File: src/rtl/sonar_ranger.sv
// Ultrasonic ranger sequencer: issues the sensor TRIG pulse, times the ECHO pulse and
// converts its width to millimetres with a prescaler instead of a divider.
//
// state     | meaning
// ----------+-------------------------------------------------------------
// IDLE      | waiting for trigger with the echo line low
// TRIG      | driving trig_o high for TRIG_CYC cycles
// WAIT_RISE | waiting up to RISE_TIMEOUT cycles for the echo rising edge
// MEAS      | echo high: prescaler and distance accumulator running
// WAIT_LOW  | echo stuck high after timeout, waiting for it to drop
module sonar_ranger #(
    parameter int DisLen       = 16,
    parameter int TRIG_CYC     = 500,
    parameter int RISE_TIMEOUT = 100000,
    parameter int MAX_ECHO_CYC = 1900000,
    parameter int CYC_PER_UNIT = 291
) (
    input  logic              clk,
    input  logic              rst_n,
    input  logic              trigger,
    output logic              triggerSuc,
    output logic              valid,
    output logic              fail,
    output logic [DisLen:0]   distance,
    output logic              trig_o,
    input  logic              echo_i
);

    localparam logic [2:0] S_IDLE      = 3'd0;
    localparam logic [2:0] S_TRIG      = 3'd1;
    localparam logic [2:0] S_WAIT_RISE = 3'd2;
    localparam logic [2:0] S_MEAS      = 3'd3;
    localparam logic [2:0] S_WAIT_LOW  = 3'd4;

    localparam int TMR_MAX = (RISE_TIMEOUT > TRIG_CYC) ? RISE_TIMEOUT : TRIG_CYC;
    localparam int TMR_W   = $clog2(TMR_MAX + 1);
    localparam int PRE_W   = $clog2(CYC_PER_UNIT + 1);
    localparam int ECHO_W  = 22;

    localparam logic [TMR_W-1:0]  TRIG_LOAD = TMR_W'(TRIG_CYC - 1);
    localparam logic [TMR_W-1:0]  RISE_LOAD = TMR_W'(RISE_TIMEOUT - 1);
    localparam logic [TMR_W-1:0]  TMR_ONE   = 1;
    localparam logic [PRE_W-1:0]  PRE_LAST  = PRE_W'(CYC_PER_UNIT - 1);
    localparam logic [PRE_W-1:0]  PRE_ONE   = 1;
    localparam logic [ECHO_W-1:0] ECHO_LAST = ECHO_W'(MAX_ECHO_CYC - 1);
    localparam logic [ECHO_W-1:0] ECHO_ONE  = 1;
    localparam logic [DisLen:0]   DIST_MAX  = '1;
    localparam logic [DisLen:0]   DIST_ONE  = 1;

    logic              echo_q1;
    logic              echo_s;
    logic [2:0]        state;
    logic [TMR_W-1:0]  timer;
    logic [PRE_W-1:0]  prescale;
    logic [DisLen:0]   dist_acc;
    logic [ECHO_W-1:0] echo_cnt;

    logic [PRE_W-1:0]  prescale_inc;
    logic [DisLen:0]   dist_acc_inc;
    logic [ECHO_W-1:0] echo_cnt_inc;

    always_ff @(posedge clk or negedge rst_n) begin
        if (!rst_n) begin
            echo_q1 <= 1'b0;
            echo_s  <= 1'b0;
        end else begin
            echo_q1 <= echo_i;
            echo_s  <= echo_q1;
        end
    end

    // One echo-high cycle worth of counting; shared by the rising-edge cycle and MEAS.
    always_comb begin
        prescale_inc = prescale + PRE_ONE;
        dist_acc_inc = dist_acc;
        echo_cnt_inc = echo_cnt + ECHO_ONE;
        if (prescale == PRE_LAST) begin
            prescale_inc = '0;
            if (dist_acc != DIST_MAX) begin
                dist_acc_inc = dist_acc + DIST_ONE;
            end
        end
    end

    always_ff @(posedge clk or negedge rst_n) begin
        if (!rst_n) begin
            state      <= S_IDLE;
            timer      <= '0;
            prescale   <= '0;
            dist_acc   <= '0;
            echo_cnt   <= '0;
            trig_o     <= 1'b0;
            triggerSuc <= 1'b0;
            valid      <= 1'b0;
            fail       <= 1'b0;
            distance   <= '0;
        end else begin
            triggerSuc <= 1'b0;
            valid      <= 1'b0;
            fail       <= 1'b0;
            case (state)
                S_IDLE: begin
                    if (trigger && !echo_s) begin
                        state    <= S_TRIG;
                        trig_o   <= 1'b1;
                        timer    <= TRIG_LOAD;
                        prescale <= '0;
                        dist_acc <= '0;
                        echo_cnt <= '0;
                    end
                end
                S_TRIG: begin
                    if (timer == '0) begin
                        trig_o     <= 1'b0;
                        triggerSuc <= 1'b1;
                        timer      <= RISE_LOAD;
                        state      <= S_WAIT_RISE;
                    end else begin
                        timer <= timer - TMR_ONE;
                    end
                end
                S_WAIT_RISE: begin
                    // The rising-edge cycle is already echo-high time, so it is counted here.
                    if (echo_s) begin
                        state    <= S_MEAS;
                        prescale <= prescale_inc;
                        dist_acc <= dist_acc_inc;
                        echo_cnt <= echo_cnt_inc;
                    end else if (timer == '0) begin
                        fail  <= 1'b1;
                        state <= S_IDLE;
                    end else begin
                        timer <= timer - TMR_ONE;
                    end
                end
                S_MEAS: begin
                    if (!echo_s) begin
                        distance <= dist_acc;
                        valid    <= 1'b1;
                        state    <= S_IDLE;
                    end else if (echo_cnt >= ECHO_LAST) begin
                        fail  <= 1'b1;
                        state <= S_WAIT_LOW;
                    end else begin
                        prescale <= prescale_inc;
                        dist_acc <= dist_acc_inc;
                        echo_cnt <= echo_cnt_inc;
                    end
                end
                S_WAIT_LOW: begin
                    if (!echo_s) begin
                        state <= S_IDLE;
                    end
                end
                default: begin
                    state  <= S_IDLE;
                    trig_o <= 1'b0;
                end
            endcase
        end
    end

endmodule

File: config.mk
export PLATFORM = sky130hd
export DESIGN_NAME = sonar_ranger
export DESIGN_NICKNAME = d
export VERILOG_FILES = /design/src/rtl/sonar_ranger.sv
export SDC_FILE = /design/constraint.sdc
export NUM_CORES = 1
export LEC_CHECK = 0
export ABC_AREA = 1
export CAP_MARGIN = 20
export CORE_MARGIN = 2
export CORE_UTILIZATION = 35
export CTS_BUF_LIST = sky130_fd_sc_hd__clkbuf_4
export CTS_CLUSTER_DIAMETER = 60
export DETAILED_ROUTE_END_ITERATION = 12
export GPL_ROUTABILITY_DRIVEN = 0
export GPL_TIMING_DRIVEN = 0
export HOLD_SLACK_MARGIN = 0.12
export SKIP_CTS_REPAIR_TIMING = 1
export SLEW_MARGIN = 25
export SYNTH_ARGS = -nofsm -noshare
export SYNTH_HDL_FRONTEND = slang
export SYNTH_SLANG_ARGS = --single-unit
export TNS_END_PERCENT = 5
File: constraint.sdc
create_clock -name clk -period 2 [get_ports clk]
set_input_delay 0.4 -clock clk [delete_from_list [all_inputs] [get_ports clk]]
set_output_delay 0.4 -clock clk [all_outputs]
set_load 0.005 [all_outputs]
* Yosys cells after proc, flatten, opt, wreduce, memory -nomap -nowiden *
Cells that the tools add are included.
Widths: inputs -> output; s select.

word-level totals
  register bits after elaboration = 91
  input bits = 4
  output and inout port bits = 21
  logic and storage cells = 89

cells by class
  add/subtract/negate cells = 4
  order comparisons = 1
  eq/ne operators = 16
  muxes and demuxes = 42
  bitwise operators = 2
  reduce and logical (&&, ||, !) cells = 12

operators with widths
  operator               count
  $mux 17                10
  $pmux 17 s3            2
  $mux 22                4
  $pmux 22 s3            1
  $mux 9                 5
  $pmux 9 s3             1
  $add 22x1->22 const B  1
  $ge 22x21->1 const B   1
  $mux 3                 7
  $add 17x1->17 const B  1
  $logic_not 17->1       1
  $ne 17x17->1 const B   1
  $sub 17x1->17 const B  1
  $ne 2x2->1 const B     8
  $pmux 3 s5             1
  $reduce_and 5->1       2
  $add 9x1->9 const B    1
  $eq 9x9->1 const B     1
  $mux 1                 9
  $eq 3x2->1 const B     2
  $ne 3x3->1 const B     2
  $reduce_bool 3->1      2
  $reduce_and 4->1       1
  $eq 3x1->1 const B     1
  10 further kinds       11

* Logic depth before layout (Yosys ltp) *
  word-level depth = 6
  depth in mapped cells = 14
  gate-level depth less buffers = 13

* Worst setup path before layout *
OpenSTA, ideal clock, no wires.

  path type = reg-to-reg
  start = reg dist_acc[0]
  end = reg dist_acc[10]
  library setup time = 0.117 ns
  arrival = 1.865 ns
  required time = 1.883 ns
  setup slack = 0.018 ns
  stages on the path, launching flop included = 11
  buffers on the path = 1
  period minus slack after synthesis = 1.982 ns
  path through = dfrtp_1 > ha_1 > nand3_1 > nor4_1 > nand4_1 > nor3_1 > ha_1 > o21ai_4 > buf_2 > nand4_1 > nand2_1

between the ends
  cells in the longest elaborated chain, start to end = 6
  elaborated cells between the ends (all ways) = 8
  classes of those cells = add/sub (1); eq/ne (1); mux (6)

RTL lines
  item                                                  RTL line  RTL
  start, declared                                       55        logic [DisLen:0] dist_acc;
  start signal, assigned                                127       dist_acc <= dist_acc_inc;
  start signal, assigned                                146       dist_acc <= dist_acc_inc;
  $add 17x1->17 / $ne 17x17->1 (equally long branches)  80, 79
  $mux 17 (*)                                           79        if (dist_acc != DIST_MAX) begin
  $mux 17 (*)                                           77        if (prescale == PRE_LAST) begin
  $mux 17                                               141       end else if (echo_cnt >= ECHO_LAST) begin
  $mux 17                                               137       if (!echo_s) begin
  $pmux 17 s3 (*)                                       101       case (state)

Mark *: on every way between the ends. The rest lies on a longest branch, timed or not. The select of a mux whose other input is x is not followed.
A chain may end at the register's enable or synchronous reset.

* Final worst setup path *
  start = reg dist_acc[1]
  end = reg dist_acc[8]

The elaborated chain is that of the path after synthesis.

==> results.sh <==
export IMPL_post_route_util_pct=41.03
export IMPL_cts_tree="yes"
export IMPL_cp_cell_sequence="ha_4, nand3_4, nor4_4, nand4_1, nor3_2, ha_2, o21ai_4, nand4_4, buf_6, nand2_1, nand2_1"
export IMPL_setup_viol=17
export IMPL_max_freq_mhz=440.6
export IMPL_wl_per_cell_um=12.81
export IMPL_end_kind="flip-flop"
export IMPL_antenna_left=0
export IMPL_cts_buffers=9
export IMPL_placed_area_mm2=0.006178
export IMPL_outcome="finished with violations"
export IMPL_clock_path_buffers=2
export IMPL_fp_dieArea_mm2=0.01714
export IMPL_grt_pass1_wl_um=22200
export IMPL_drt_wl_total_um=13500
export IMPL_grt_max_degree=61
export IMPL_maxCapViolCount=0
export IMPL_use_met2_pct=25.89
export IMPL_yosysTopAreaCellShare_pct=40.38
export IMPL_port_buffers=24
export IMPL_slowest_stage="dfrtp_1"
export IMPL_areaGrowthSynthToFinish_pct=15.15
export IMPL_ys_seq_area_share_pct=40.38
export IMPL_cts_clk_slew_worst_paths_ps=160
export IMPL_initial_core_util_pct=35.63
export IMPL_regArea_mm2=0.002277
export IMPL_worst_setup_path_type="reg -> reg"
export IMPL_cellLeakagePower_nw=3.012
export IMPL_cts_max_level=3
export IMPL_clockRootBuffer="clkbuf_4"
export IMPL_yosys_area_top_type="dfrtp_1"
export IMPL_tns_ps=-4076
export IMPL_finClkSkew_ps=29.38
export IMPL_final_cell_area_mm2=0.006494
export IMPL_use_met1_pct=23.17
export IMPL_cp_data_arrival_time_ps=2680
export IMPL_die_h_um=130.9
export IMPL_grt_pass1_vias=4515
export IMPL_violations="setup timing"
export IMPL_detailed_place_hpwl_um=9754
export IMPL_clk_latency_ps=490
export IMPL_io_pins=25
export IMPL_critical_path_top_delay_family="simple AND/OR/NAND/NOR gates"
export IMPL_final_layout_size_suffix_gt1_share_pct=9.558
export IMPL_slew_violations=0
export IMPL_critical_path_startpoint_type="flip-flop"
export IMPL_hold_path_class="in -> async"
export IMPL_fin_ws_ps=-269.8
export IMPL_dp_slack_ps=-537.0
export IMPL_max_slew_worst_pin_slew_ps=619.7
export IMPL_relSlewSlack_pct=58.68
export IMPL_coreArea_mm2=0.01583
export IMPL_drt_iter0_drc=387
export IMPL_drt_pass1_iter_count=5
export IMPL_yosys_warnings=0
export IMPL_rows=46
export IMPL_drc_errors=0
export IMPL_pwr_density_cell_mw_per_mm2=899.5
export IMPL_finalHoldViolations=0
export IMPL_mostFrequentLayoutCell="nand2_1"
export IMPL_synth_area_leaders="dfrtp_1 (40%), nand2_1 (17%), nor2_1 (6.9%)"
export IMPL_rsz0062_at_grt="yes"
export IMPL_regToRegSetupSlack_ps=-270
export IMPL_syn_area_mm2=0.005639
export IMPL_required_ps=2410
export IMPL_grt_usage_pct=16.48
export IMPL_antenna_found_initial=1
export IMPL_critPathMaxFanout=8
export IMPL_synth_nets=799
export IMPL_ys_types=42
export IMPL_final_cell_mix="nand2_1 (251), nor2_1 (103), dfrtp_1 (91)"
export IMPL_path_buf_inv=1
export IMPL_crit_top_cell="nand2_1"
export IMPL_grt_busiest_layer="met2"
export IMPL_num_fill_cells=1708
export IMPL_fin_crit_ps=2270
export IMPL_fp_dieW_um=130.9
export IMPL_ys_ff_latch=91
export IMPL_met3_usage_pct=3.909
export IMPL_overflow=0
export IMPL_max_stage_delay_ps=450
export IMPL_cts_sinks=91
export IMPL_syn_inst=787
export IMPL_vias=5043
export IMPL_syn_area_per_cell_um2=7.165
export IMPL_avgViaCountPerCell=4.785
export IMPL_period_share_pct=113.5
export IMPL_finalNetCount=845
export IMPL_finalPower_mw=5.841
export IMPL_multiInputGateArea_mm2=0.002987
export IMPL_irDropWorstVdd_uv=438.3
[per-layer routing]
layer  up-vias  wire, um
met5         -         0
li1       2611         -
met3        13       354
met2        57      6095
met1      2362      6897
met4         0       156
[report_power, final]
part	total [mW]	leakage (nW)	switching [mW]	internal [mW]
combinational	2.59	1.72	1.68	0.914
clock	1.04	0.0661	0.661	0.376
sequential	2.21	1.23	0.193	2.02
total	5.84	3.01	2.53	3.31
[flip-flops by register name (all words and copies together) (netlist names)]
| register | flops |
|---|---|
| dist_acc | 17 |
| trig_o | 1 |
| echo_s | 1 |
| timer | 17 |
| valid | 1 |
| state | 3 |
| triggerSuc | 1 |
| distance | 17 |
| echo_q1 | 1 |
| echo_cnt | 22 |
| prescale | 9 |
| fail | 1 |
[path summary, 6_finish.rpt]
kind	from	to	cells past startpoint
max	dist_acc[1]	dist_acc[8]	11
min	rst_n	timer[9]	2
max reg2reg	dist_acc[1]	dist_acc[8]	11
min reg2reg	echo_q1	echo_s	0
max in group asynchronous	rst_n	dist_acc[9]	3
min in group clk	echo_i	echo_q1	1
[cell type report]
class                      count  share of cell area (%)
multi-input combinational    596                   45.99
sequential                    91                   35.07
timing repair buffer          35                   5.453
inverter                      81                   4.721
tap                          216                   4.162
buffer                        19                   2.505
clock buffer                   9                   1.040
clock inverter                 6                   1.021
antenna                        1                 0.03854
[per-stage QoR]
step                      hold WS (ps)  cells
after floorplan                  104.4    787
after global placement           338.0   1027
after detailed placement         304.4   1028
after CTS                       -254.0   1043
after global routing             328.2   1054
final                            346.6   1054
[logic make-up (layout without fill, tap and decap cells)]
kind of cell               after synthesis  in the layout  share of synthesized area (%)
AOI/OAI and AO/OA                       84             84                          8.476
xor gates and xnor gates                29             29                          4.504
adders and majority gates                8              8                          1.775
buffers and inverters                  100            150                          8.076
DFF                                     91             91                          40.38
other                                    0              1                              0
and+or+nand+nor                        475            475                          36.79
[synth_stat cells (all sizes together)]
| master | count |
|---|---|
| nand2 | 260 |
| nor2 | 110 |
| dfrtp | 91 |
| inv | 81 |
| o21ai | 64 |
| nand3 | 51 |
| nand4 | 30 |
| xor2 | 24 |
| nor3 | 14 |
| buf | 13 |
| a21oi | 9 |
| ha | 8 |
| clkbuf | 6 |
| xnor2 | 5 |
| a22oi | 4 |
| nand3b | 4 |
| or2 | 3 |
| a21o | 2 |
| nor4 | 2 |
| o31ai | 2 |
| a21boi | 1 |
| and2 | 1 |
| o211ai | 1 |
| o21bai | 1 |
(Power assumes the default switching activity.)
